### src/rtl/tone_generator.sv
`default_nettype none
// ============================================================================
//  Module   : tone_generator
//  Purpose  : Square-wave speaker driver; half-period = countStart cycles,
//             retune and note-off only take effect at half-period boundaries.
//  Revision : 1.0
// ============================================================================
module tone_generator #(
   parameter int CNT_W = 14
) (
   input  logic             clk_5MHz,
   input  logic             rst,
   input  logic [CNT_W-1:0] countStart,
   input  logic             enable,
   output logic             speaker,
   output logic             busy,
   output logic             half_tick,
   output logic [CNT_W-1:0] active_count
);

   typedef enum logic [0:0] {
      IDLE = 1'b0,
      RUN  = 1'b1
   } state_t;

   localparam logic [CNT_W-1:0] ONE = CNT_W'(1);

   state_t           state, state_nxt;
   logic [CNT_W-1:0] cnt, cnt_nxt, active_nxt;
   logic             speaker_nxt, tick_nxt, play_req;

   always_ff @(posedge clk_5MHz or posedge rst) begin
      if (rst) begin
         state        <= IDLE;
         cnt          <= '0;
         speaker      <= 1'b0;
         busy         <= 1'b0;
         half_tick    <= 1'b0;
         active_count <= '0;
      end else begin
         state        <= state_nxt;
         cnt          <= cnt_nxt;
         speaker      <= speaker_nxt;
         busy         <= (state_nxt == RUN);
         half_tick    <= tick_nxt;
         active_count <= active_nxt;
      end
   end

   always_comb begin
      play_req    = enable && (countStart != '0);
      state_nxt   = state;
      cnt_nxt     = cnt;
      speaker_nxt = speaker;
      tick_nxt    = 1'b0;
      active_nxt  = active_count;

      case (state)
         IDLE: begin
            speaker_nxt = 1'b0;
            active_nxt  = '0;
            cnt_nxt     = '0;
            if (play_req) begin
               state_nxt   = RUN;
               speaker_nxt = 1'b1;
               tick_nxt    = 1'b1;
               active_nxt  = countStart;
               cnt_nxt     = countStart - ONE;
            end
         end
         RUN: begin
            if (cnt != '0) begin
               cnt_nxt = cnt - ONE;
            end else if (play_req) begin
               // New count governs the half-period starting at this boundary.
               speaker_nxt = ~speaker;
               tick_nxt    = 1'b1;
               active_nxt  = countStart;
               cnt_nxt     = countStart - ONE;
            end else begin
               // A falling edge is only produced if we were high.
               state_nxt   = IDLE;
               speaker_nxt = 1'b0;
               tick_nxt    = speaker;
               active_nxt  = '0;
               cnt_nxt     = '0;
            end
         end
         default: begin
            state_nxt   = IDLE;
            speaker_nxt = 1'b0;
            active_nxt  = '0;
            cnt_nxt     = '0;
         end
      endcase
   end

endmodule
`default_nettype wire

### config.mk
export PLATFORM = sky130hd
export DESIGN_NAME = tone_generator
export DESIGN_NICKNAME = d
export VERILOG_FILES = /design/src/rtl/tone_generator.sv
export SDC_FILE = /design/constraint.sdc
export NUM_CORES = 1
export LEC_CHECK = 0
export ABC_AREA = 1
export BUFFER_PORTS_ARGS = -buffer_cell sky130_fd_sc_hd__clkbuf_2
export CORE_ASPECT_RATIO = 1.25
export CORE_UTILIZATION = 30
export DETAILED_ROUTE_END_ITERATION = 7
export PLACE_DENSITY = 0.45
export SKIP_LAST_GASP = 1
export SYNTH_ARGS = -nofsm -noshare
export SYNTH_HDL_FRONTEND = slang
export SYNTH_SLANG_ARGS = --single-unit
### constraint.sdc
create_clock -name clk_5MHz -period 2.1 [get_ports clk_5MHz]
set_clock_uncertainty 0.2 [all_clocks]
set_input_delay 0.21 -clock clk_5MHz [delete_from_list [all_inputs] [get_ports clk_5MHz]]
set_output_delay 0.21 -clock clk_5MHz [all_outputs]
set_load 0.005 [all_outputs]
==> results.md, run 1 <==
- Finished Cell Area: 0.00233 mm^2
- Total number of yosys warnings: 0
- Worst slew margin relative to its limit: 63.0%
- Crit path DAT: 1920 ps
- Crit-path most repeated cell: nand2_2
- Sequential share of the synthesized area: 40.2%
- Placed cell areas: between 0.002 and 0.0025 mm^2
- Detail Route Antenna Nets: 0
- Crit Path Class: in -> reg
- Worst setup EP type: register
- Power density cells: 525 mW/mm^2
- Placement Setup Slack: 197 ps
- Critical-path top delay cell: dlygate4sd3_1
- Hold Worst Slack: 12.2 ps
- Post-DP HPWL: 3070 um
- Clock slew at reported path FFs: roughly 70 ps
- CTS Root Cell: clkbuf_8
- Total power draw: between 1 and 1.5 mW
- Fillcell total: 700
- Core Util, Final: a little under two fifths
- Global route overflow: 0
- Top Ports: 34
- H-tree depth: 2
- Net Sw Frac: 23.9%
- Int Power: 932 uW
- Final WS setup: 158 ps
- N_diodes: 0
- Via count of the routed design: 1736
- CTS tree: done
- Final worst-path cycle share: 92.5%
- Port bufs: 33
- Leakage power: 1.18 nW
- Final setup fails: 0
- RSZ-0062 raised after global routing: false
- Die area: 0.00677 mm^2
- Chip height: 91.7 um
- R2r worst-path depth: 9
- Largest net degree at the start of global routing: 32
- Synth unique cells: 28
- Die span in x: about 74 um
- Area delta synth->final: 20.7%
- TNS Setup: 0 ps
- DR vias/cell: 4.36
- Core Region: 0.00621 mm^2
- Seq pwr share: 48.7%
- Row cnt: 32
- Starting Density: 31.1%
- Gr usage total: 15.1%
- Initial antenna violation count: 0
- TritonCTS sink count: 31
- Tmin final: just under 2000 ps
- Synthesized area per cell: around 7.1 um^2
- Slew @ Worst Pin: 555 ps
- Layout cell share with drive strength beyond 1: 19.8%
- Max IR drop VDD: around 300 uV
- #FFs+latches synth: 31
- Critical path's largest stage delay: around 530 ps
- DR WL/cell: 11.4 um
- Dpl cells: 385
- Clock power frac: 43.2%
- Vias in the first global route: 1633
- DRC: 0
- Worst-Skew Late Latency: roughly 280 ps
- Worst hold-check path type: in -> reg
- Slew Limit Fails: 0
- Startpoint types: input pin
- Num CTS Buffers: 5
- Final net count: 331
- Fmax: 0.515 GHz
- GPL Wtd Cong: 0.748
- Status: finished, final reports clean
- Sw Pwr: 293 uW
- Max clock buf depth: 2
- Worst-path maximum fanout: 28
- Combinational share of power: 8.1%
- Syn nets: 291
- 1st-iter DRT viols: 67
- Mapped cell area: 0.00193 mm^2
- Final hold violations: 0
- Drt pass-1 iters: 4
- Crit path cell chain: dlygate4sd3_1 > clkbuf_2 > inv_1 > ha_4 > nand2_2 > nor2_4 > nand2_2 > nand2_4 > inv_4 > nand3_1 > nand2_1
- Cell depth of the worst hold path: 3
- Required @ worst endpoint: roughly 2100 ps
- Fin cells: 398
- Post-Syn Instances: 272
- Wire length of the first global-routing pass: 7870 um
- Routed wire length: 4540 um
- Post-CTS Setup Inserts: 0
- Max Cap Viol: 0
metal layers:
| metal | share of wire (%) | global-route usage, % | vias to the layer above |
|---|---|---|---|
| met5 | 0 | 0 | - |
| met4 | 2.0 | 6.25 | 0 |
| met3 | 2.6 | 2.64 | 8 |
| met2 | 47 | 23.9 | 27 |
| met1 | 48 | 20.1 | 775 |
| li1 | - | - | 926 |
registers in the layout, summed over array words and instances (netlist names):
name	cells
active_count	14
cnt	14
half_tick	1
speaker	1
state	1
Yosys cell counts, drive strengths merged:
library cell  instances  area, um^2
ha                    2        25.0
nor3                  1        5.00
dfrtp                31         776
nand3                46         235
o211ai                1        7.51
xor2                  7        61.3
inv                  30         115
nand3b                2        15.0
buf                   8        68.8
or2                   2        12.5
nand2               105         412
nand4                 2        12.5
a21oi                 1        8.76
nor2                 29         141
xnor2                 2        17.5
o21ai                 3        18.8
final cells by class:
| class | count | area, um^2 | share of cell area, % |
|---|---|---|---|
| inverters | 30 | 115 | 4.94 |
| multi-input cells | 203 | 985 | 42.2 |
| flip-flops and latches | 31 | 776 | 33.3 |
| repair buffers | 41 | 250 | 10.7 |
| clock buffers | 8 | 100 | 4.29 |
| well taps | 85 | 106 | 4.56 |
critical path, delay by kind of cell:
| family | cells | cell delay, ps |
|---|---|---|
| buffers and inverters | 4 | 880 |
| and+or+nand+nor | 6 | 640 |
| adders and majority gates | 1 | 180 |
path summary, 6_finish.rpt:
kind	start	slack, ps	to
setup / recovery	countStart[0]	160	cnt[10]
hold / removal	enable	10	state
setup reg to reg	cnt[0]	220	cnt[8]
hold reg to reg	active_count[3]	280	active_count[3]
max in group asynchronous	rst	1040	cnt[8]
min in group asynchronous	rst	350	cnt[1]
power by group through the flow:
| stage | clock (mW) | sequential [mW] | combinational (mW) |
|---|---|---|---|
| finish | 0.529 | 0.597 | 0.0993 |
| global route | 0.565 | 0.596 | 0.112 |
| CTS | 0.552 | 0.597 | 0.0986 |
| detailed placement | 0 | 0.608 | 0.0910 |
| global placement | 0 | 0.608 | 0.0912 |
| floorplan | 0 | 0.608 | 0.0528 |
what timing repair did:
action / CTS / global route
gates resized for setup: 0 / 2
hold buffers: 5 / 0
endpoints found under the setup margin: 0 / 15
endpoints found under the hold margin: 35 / 0
cells by family after synthesis:
family | after synthesis | share of synthesized area, %
xor gates and xnor gates | 9 | 4.08
and+or+nand+nor | 187 | 43.1
AOI/OAI and AO/OA | 5 | 1.81
buffers and inverters | 38 | 9.52
adders and majority gates | 2 | 1.30
DFF | 31 | 40.2
cell usage in the layout, fill, tap and decap left out, types with 2 or more instances in the layout:
cell type | netlist | final
buf_4 | 4 | 2
xor2_1 | 7 | 7
nand2_2 | 4 | 4
nand3b_1 | 2 | 2
clkbuf_2 | 0 | 33
nor2_2 | 4 | 4
nor2_4 | 3 | 3
dlygate4sd3_1 | 0 | 5
nor2_1 | 22 | 22
inv_1 | 28 | 28
clkbuf_8 | 0 | 7
nand4_1 | 2 | 2
xnor2_1 | 2 | 2
dfrtp_1 | 31 | 31
nand2_1 | 100 | 100
nand3_1 | 45 | 45
No activity file was read; power rests on OpenSTA's default activity.
==> run 2, diff against run 1 <==
--- a/config.mk
+++ b/config.mk
@@ -5,13 +5,13 @@
 export SDC_FILE = /design/constraint.sdc
 export NUM_CORES = 1
 export LEC_CHECK = 0
-export ABC_AREA = 1
 export BUFFER_PORTS_ARGS = -buffer_cell sky130_fd_sc_hd__clkbuf_2
 export CORE_ASPECT_RATIO = 1.25
 export CORE_UTILIZATION = 30
 export DETAILED_ROUTE_END_ITERATION = 7
-export PLACE_DENSITY = 0.45
+export PLACE_DENSITY = 0.46
 export SKIP_LAST_GASP = 1
+export SLEW_MARGIN = 25
 export SYNTH_ARGS = -nofsm -noshare
 export SYNTH_HDL_FRONTEND = slang
 export SYNTH_SLANG_ARGS = --single-unit
==> run 2 against run 1 <==
  * The run now ends with setup timing left
  * Core utilization grew 5.6 points
  * Flip-flop and latch count unchanged
  * Fmax is 11% lower
==> results.md, run 2 <==
- Syn nets: 199 (-32%)
- Combinational share of power: 7.3% (-0.8 points)
- Clock power frac: 42.9% (-0.3 points)
- Die span in x: 68.7 um (-6.9%)
- Largest registers: active_count x14, cnt x14
- Gr usage total: 16.4% (+1.2 points)
- Worst-path maximum fanout: 10 (-64%)
- Crit Path Class: reg -> reg
- Initial antenna violation count: 0 (unchanged)
- Slew Limit Fails: 0 (unchanged)
- Share of the synthesized area in the top cell type: 46.5% (+6.4 points)
- DR WL/cell: 13.8 um (+21%)
- Final hold violations: 0 (unchanged)
- Hold Worst Slack: 10.1 ps (-2.16 ps)
- Critical path's largest stage delay: 490 ps (-40 ps)
- Total number of yosys warnings: 0 (unchanged)
- Max Cap Viol: 0 (unchanged)
- Synth top area cells: dfrtp_1, nand2_1, xnor2_1, xor2_1, o22ai_1
- Synth unique cells: 33 (+18%)
- CTS Root Cell: clkbuf_8
- Net Sw Frac: 22.4% (-1.5 points)
- Failing checks: setup timing
- Mapped cell area: 0.00167 mm^2 (-14%)
- Core Util, Final: 43.2% (+5.6 points)
- Async SR Flop Fraction: 100% (unchanged)
- Final WS setup: -93.6 ps (-251 ps)
- 1st-iter DRT viols: 70 (+4.5%)
- Die area: 0.00586 mm^2 (-13%)
- CTS tree: done
- Routed wire length: 4280 um (-5.6%)
- Row cnt: 30 (-6.3%)
- Synth Flop Type: dfrtp_1
- Max IR drop VDD: 292 uV (-3.0%)
- Sequential share of the synthesized area: 46.5% (+6.4 points)
- Power density cells: 514 mW/mm^2 (-2.1%)
- Num CTS Buffers: 5 (unchanged)
- Required @ worst endpoint: 2080 ps (about the same)
- DRC: 0 (unchanged)
- Top cell type by total area after synthesis: dfrtp_1
- Final setup fails: 31 (+31)
- Drt pass-1 iters: 4 (unchanged)
- Critical-path top delay cell: or4b_4
- Post-Syn Instances: 180 (-34%)
- Crit path cell chain: inv_1 > ha_2 > or4b_4 > o41a_1 > buf_6 > nand2_1 > nand2_2
- H-tree depth: 2 (unchanged)
- Slew @ Worst Pin: 385 ps (-170 ps)
- Detail Route Antenna Nets: 0 (unchanged)
- #FFs+latches synth: 31 (unchanged)
- Int Power: 932 uW (about the same)
- Post-DP HPWL: 3090 um (+0.72%)
- Final net count: 264 (-20%)
- Most common cell after layout, fill and taps aside: clkbuf_2
- RSZ-0062 raised after global routing: true
- Status: complete, but fails checks
- GPL Wtd Cong: 0.805 (+7.7%)
- Top-count cell post-synth: nand2_1
- Crit path DAT: 2170 ps (+250 ps)
- Worst hold-check path type: in -> reg
- Wire length of the first global-routing pass: 6940 um (-12%)
- Top Ports: 34 (unchanged)
- Max clock buf depth: 2 (unchanged)
- Fmax: 0.456 GHz (-11%)
- Port bufs: 33 (unchanged)
- Core Region: 0.00541 mm^2 (-13%)
- N_diodes: 0 (unchanged)
- Largest net degree at the start of global routing: 32 (unchanged)
- Worst-Skew Late Latency: 280 ps (about the same)
- Clock slew at reported path FFs: 60 ps (about the same)
- Leakage power: 1.01 nW (-14%)
- Via count of the routed design: 1512 (-13%)
- Post-synth top cells: nand2_1, dfrtp_1, nand3_1, o22ai_1, xnor2_1
- Most frequent cells in the layout: clkbuf_2, dfrtp_1, nand2_1
- Startpoint types: register
- Vias in the first global route: 1455 (-11%)
- Worst setup EP type: register
- Worst slew margin relative to its limit: 74.1% (+11 points)
- TritonCTS sink count: 31 (unchanged)
- Final worst-path cycle share: 104% (+12 points)
- Layout cell share with drive strength beyond 1: 35.0% (+15 points)
- Tmin final: 2190 ps (+251 ps)
- Global route overflow: 0 (unchanged)
- Area delta synth->final: 40.0%
- Synthesized area per cell: 9.27 um^2 (+30%)
- Post-synth EDFFs: 0 (unchanged)
- Sw Pwr: 268 uW (-8.4%)
- Starting Density: 30.9% (-0.27 points)
- Chip height: 85.4 um (-6.9%)
- DR vias/cell: 4.88 (+12%)
- Seq pwr share: 49.8% (+1.1 points)
-- run 2: cell type report --
| cell class | count | area, um^2 |
|---|---|---|
| fillers | 566 | 3070 |
| multi-input cells | 131 | 861 |
| flip-flops and latches | 31 | 776 |
| repair buffers | 68 | 488 |
| clock buffers | 8 | 100 |
| well taps | 64 | 80.1 |
| inverters | 8 | 30.0 |
-- run 2: timing repair --
action,CTS,global route
hold endpoints to repair,36,0
cloned,1,1
gates resized for setup,11,15
hold buffers,6,0
pin swaps,0,6
buffers inserted,2,2
setup endpoints to repair,30,31
-- run 2: worst paths after layout --
check / start / end / slack (ps) / depth (start not counted)
setup / recovery: cnt[1] / active_count[6] / -90 / 7
hold / removal: countStart[5] / active_count[5] / 10 / 3
setup reg to reg: cnt[1] / active_count[6] / -90 / 7
hold reg to reg: active_count[10] / active_count[10] / 270 / 2
max in group asynchronous: rst / active_count[1] / 1090 / 4
min in group asynchronous: rst / active_count[13] / 330 / 4
-- run 2: kinds of logic after synthesis --
group,Yosys count,synth area share [%]
adders and majority gates,2,1.50
AOI/OAI and AO/OA,25,11.0
muxes,1,0.600
buffers and inverters,18,4.88
xor gates and xnor gates,21,11.0
DFF,31,46.5
and+or+nand+nor,82,24.5
-- run 2: critical path: cells and delay by family (launching register included) --
| kind | cells | cell delay (ps) |
|---|---|---|
| DFF | 1 | 380 |
| adders and majority gates | 1 | 160 |
| and+or+nand+nor | 3 | 620 |
| buffers and inverters | 2 | 250 |
| AOI/OAI and AO/OA | 1 | 480 |
-- run 2: per-layer routing --
| metal | wire (um) | up-vias | global-route usage, % |
|---|---|---|---|
| li1 | - | 763 | - |
| met1 | 1870 | 709 | 20.7 |
| met2 | 2220 | 34 | 26.6 |
| met3 | 119 | 6 | 3.23 |
| met4 | 76 | 0 | 6.68 |
| met5 | 0 | - | 0 |
-- run 2: power by group through the flow --
stage	combinational, mW	clock [mW]	sequential, mW
after global routing	0.0977	0.548	0.597
final	0.0875	0.515	0.597
after detailed placement	0.0792	0	0.608
after global placement	0.0797	0	0.608
after floorplan	0.0350	0	0.608
after CTS	0.0883	0.533	0.597
-- run 2: stage by stage --
step | total power [mW] | instance area [um^2] | setup TNS [ps] | std cells | setup WS, ps
3_5_place_dp | 0.687 | 2040 | -2340 | 291 | -133
4_1_cts | 1.22 | 2260 | -426 | 308 | -51.9
6_report | 1.20 | 2330 | -1690 | 310 | -93.6
5_1_grt | 1.24 | 2330 | -4660 | 310 | -198
3_3_place_gp | 0.688 | 2040 | -1570 | 291 | -85.4
2_1_floorplan | 0.643 | 1670 | -3970 | 180 | -204
==> run 3, diff against run 2 <==
--- a/config.mk
+++ b/config.mk
@@ -10,6 +10,7 @@
 export CORE_UTILIZATION = 30
 export DETAILED_ROUTE_END_ITERATION = 7
 export PLACE_DENSITY = 0.46
+export RECOVER_POWER = 50
 export SKIP_LAST_GASP = 1
 export SLEW_MARGIN = 25
 export SYNTH_ARGS = -nofsm -noshare
==> run 3 against run 2 <==
  * Flip-flop and latch count unchanged
  * Largest power group unchanged
  * Non-clock buffer count unchanged
  * Final area down 0.11%
  * Combinational power fell by 0.8%
  * Sequential power about the same
  * Clock-buffer cell count is the same
  * The flow still finishes with violations (setup timing)
  * Hold slack did not move
  * Fmax is the same
==> results.md, run 3 (synthesis gave the netlist of run 2 again) <==
- Status: complete, but fails checks
- Failing checks: setup timing
- Wire length of the first global-routing pass: 6940 um (unchanged)
- Worst setup EP type: register
- CTS tree: done
- Buf/Inv on CP: 2 (unchanged)
- Largest registers: active_count x14, cnt x14
- Startpoint types: register
- Num CTS Buffers: 5 (unchanged)
- Leakage power: 1.01 nW (about the same)
- 1st-iter DRT viols: 70 (unchanged)
- Reg2reg start: cnt[1]
- Worst slew margin relative to its limit: 49.7% (-24 points)
- DR WL/cell: 13.8 um (about the same)
- Layout cell share with drive strength beyond 1: 35.0% (unchanged)
- Worst R2R Setup Slack: -90 ps (about the same)
- Met1 Usage GRT: 20.7% (unchanged)
- Critical-path top delay cell: or4b_4
- TritonCTS sink count: 31 (unchanged)
- Worst-path maximum fanout: 10 (unchanged)
- Die span in x: 68.7 um (unchanged)
- Detail Route Antenna Nets: 0 (unchanged)
- M2 GR Usage: 26.6% (unchanged)
- Chip height: 85.4 um (unchanged)
- Gr usage total: 16.4% (unchanged)
- TNS Setup: -1690 ps (+0.380 ps)
- Power density cells: 514 mW/mm^2 (about the same)
- Final setup fails: 31 (unchanged)
- Required @ worst endpoint: 2080 ps (about the same)
- Area delta synth->final: 39.8%
- Routed wire length: 4280 um (about the same)
- GPL Wtd Cong: 0.805 (unchanged)
- Slew Limit Fails: 0 (unchanged)
- Fillcell total: 567 (+0.18%)
- Die area: 0.00586 mm^2 (unchanged)
- Via count of the routed design: 1512 (unchanged)
- Initial antenna violation count: 0 (unchanged)
- Largest net degree at the start of global routing: 32 (unchanged)
- Final worst-path cycle share: 104% (unchanged)
- Min-Delay Startpoint: countStart[5]
- R2r worst-path depth: 7 (unchanged)
- Crit Path Class: reg -> reg
- Cell depth of the worst hold path: 3 (unchanged)
- DR vias/cell: 4.88 (unchanged)
- RSZ-0062 raised after global routing: true
- Area of the multi-input gates: 861 um^2 (unchanged)
- Max IR drop VDD: 292 uV (about the same)
- Hold Worst Slack: 10.1 ps (unchanged)
- Vias in the first global route: 1455 (unchanged)
- Crit path DAT: 2170 ps (about the same)
- Register area: 776 um^2 (unchanged)
- GRT busiest layer: met2
- Worst hold-check path type: in -> reg
- Max Cap Viol: 0 (unchanged)
- Top Ports: 34 (unchanged)
- Worst-Skew Late Latency: 280 ps (about the same)
- Max clock buf depth: 2 (unchanged)
- H-tree depth: 2 (unchanged)
- Most frequent cells in the layout: clkbuf_2, dfrtp_1, nand2_1
- Critical path's largest stage delay: 490 ps (about the same)
- Met3 Use GR: 3.23% (unchanged)
- Core Region: 0.00541 mm^2 (unchanged)
- Most common cell after layout, fill and taps aside: clkbuf_2
- Crit path cell chain: inv_1 > ha_2 > or4b_4 > o41a_1 > buf_6 > nand2_1 > nand2_2
- Final hold violations: 0 (unchanged)
- Final WS setup: -93.6 ps (unchanged)
- Port bufs: 33 (unchanged)
- Row cnt: 30 (unchanged)
- DRC: 0 (unchanged)
- Delay-heaviest family, CP: simple AND/OR/NAND/NOR gates
- CTS Root Cell: clkbuf_8
- Clock slew at reported path FFs: 60 ps (about the same)
- Starting Density: 30.9% (unchanged)
- Slew @ Worst Pin: 754 ps (+369 ps)
- Post-DP HPWL: 3090 um (unchanged)
- Tmin final: 2190 ps (unchanged)
- Fmax: 0.456 GHz (unchanged)
- Drt pass-1 iters: 4 (unchanged)
- FF-to-FF End: active_count[6]
- Global route overflow: 0 (unchanged)
- N_diodes: 0 (unchanged)
- Final net count: 264 (unchanged)
- Hold Path Sink: active_count[5]
run 3: worst register-to-register path, cell delays in order, from the launching register on:
cell and delay (ps):
dfrtp_1 380, inv_1 60, ha_2 160, or4b_4 490, o41a_1 480, buf_6 190, nand2_1 80, nand2_2 50
run 3: worst max-delay path by stage:
| stage | start | to | slack, ps | cells after the start |
|---|---|---|---|---|
| floorplan | cnt[0] | cnt[12] | -200 | 8 |
| global placement | cnt[0] | active_count[9] | -90 | 7 |
| detailed placement | cnt[0] | cnt[2] | -130 | 7 |
| CTS | cnt[0] | cnt[10] | -50 | 7 |
| global route | cnt[1] | cnt[10] | -200 | 7 |
| finish | cnt[1] | active_count[6] | -90 | 7 |
run 3: power by group:
group | leakage [nW] | internal (mW) | switching [mW] | total, mW
logic | 0.661 | 0.0352 | 0.0516 | 0.0868
registers | 0.293 | 0.597 | 0 | 0.597
clock network | 0.0515 | 0.299 | 0.217 | 0.515
total | 1.01 | 0.931 | 0.268 | 1.20
run 3: final cells by class:
cell class | count | share of cell area, %
multi-input combinational | 131 | 36.9
timing repair buffer | 68 | 20.8
inverter | 8 | 1.29
tap | 64 | 3.43
sequential | 31 | 33.3
clock buffer | 8 | 4.29
run 3: routing by layer:
layer,part of all wire [%],vias up
li1,-,763
met1,44,709
met2,52,34
met3,2.8,6
met4,1.8,0
met5,0,-
run 3: timing repair:
item	CTS	global route
pin swaps	0	6
buffers inserted	2	2
cloned	1	1
setup endpoints to repair	30	31
endpoints found under the hold margin	36	0
hold buffers	6	0
resized for setup	11	15
run 3: stage by stage:
stage                     worst slack, ps  instance area [um^2]  utilization (%)  std cells  total power [mW]
after global placement              -85.4                  2040             37.8        291             0.688
final                               -93.6                  2330             43.1        310              1.20
after floorplan                      -204                  1670                -        180             0.643
after detailed placement             -133                  2040             37.8        291             0.687
after CTS                           -51.9                  2260             41.8        308              1.22
after global routing                 -198                  2330             43.1        310              1.24
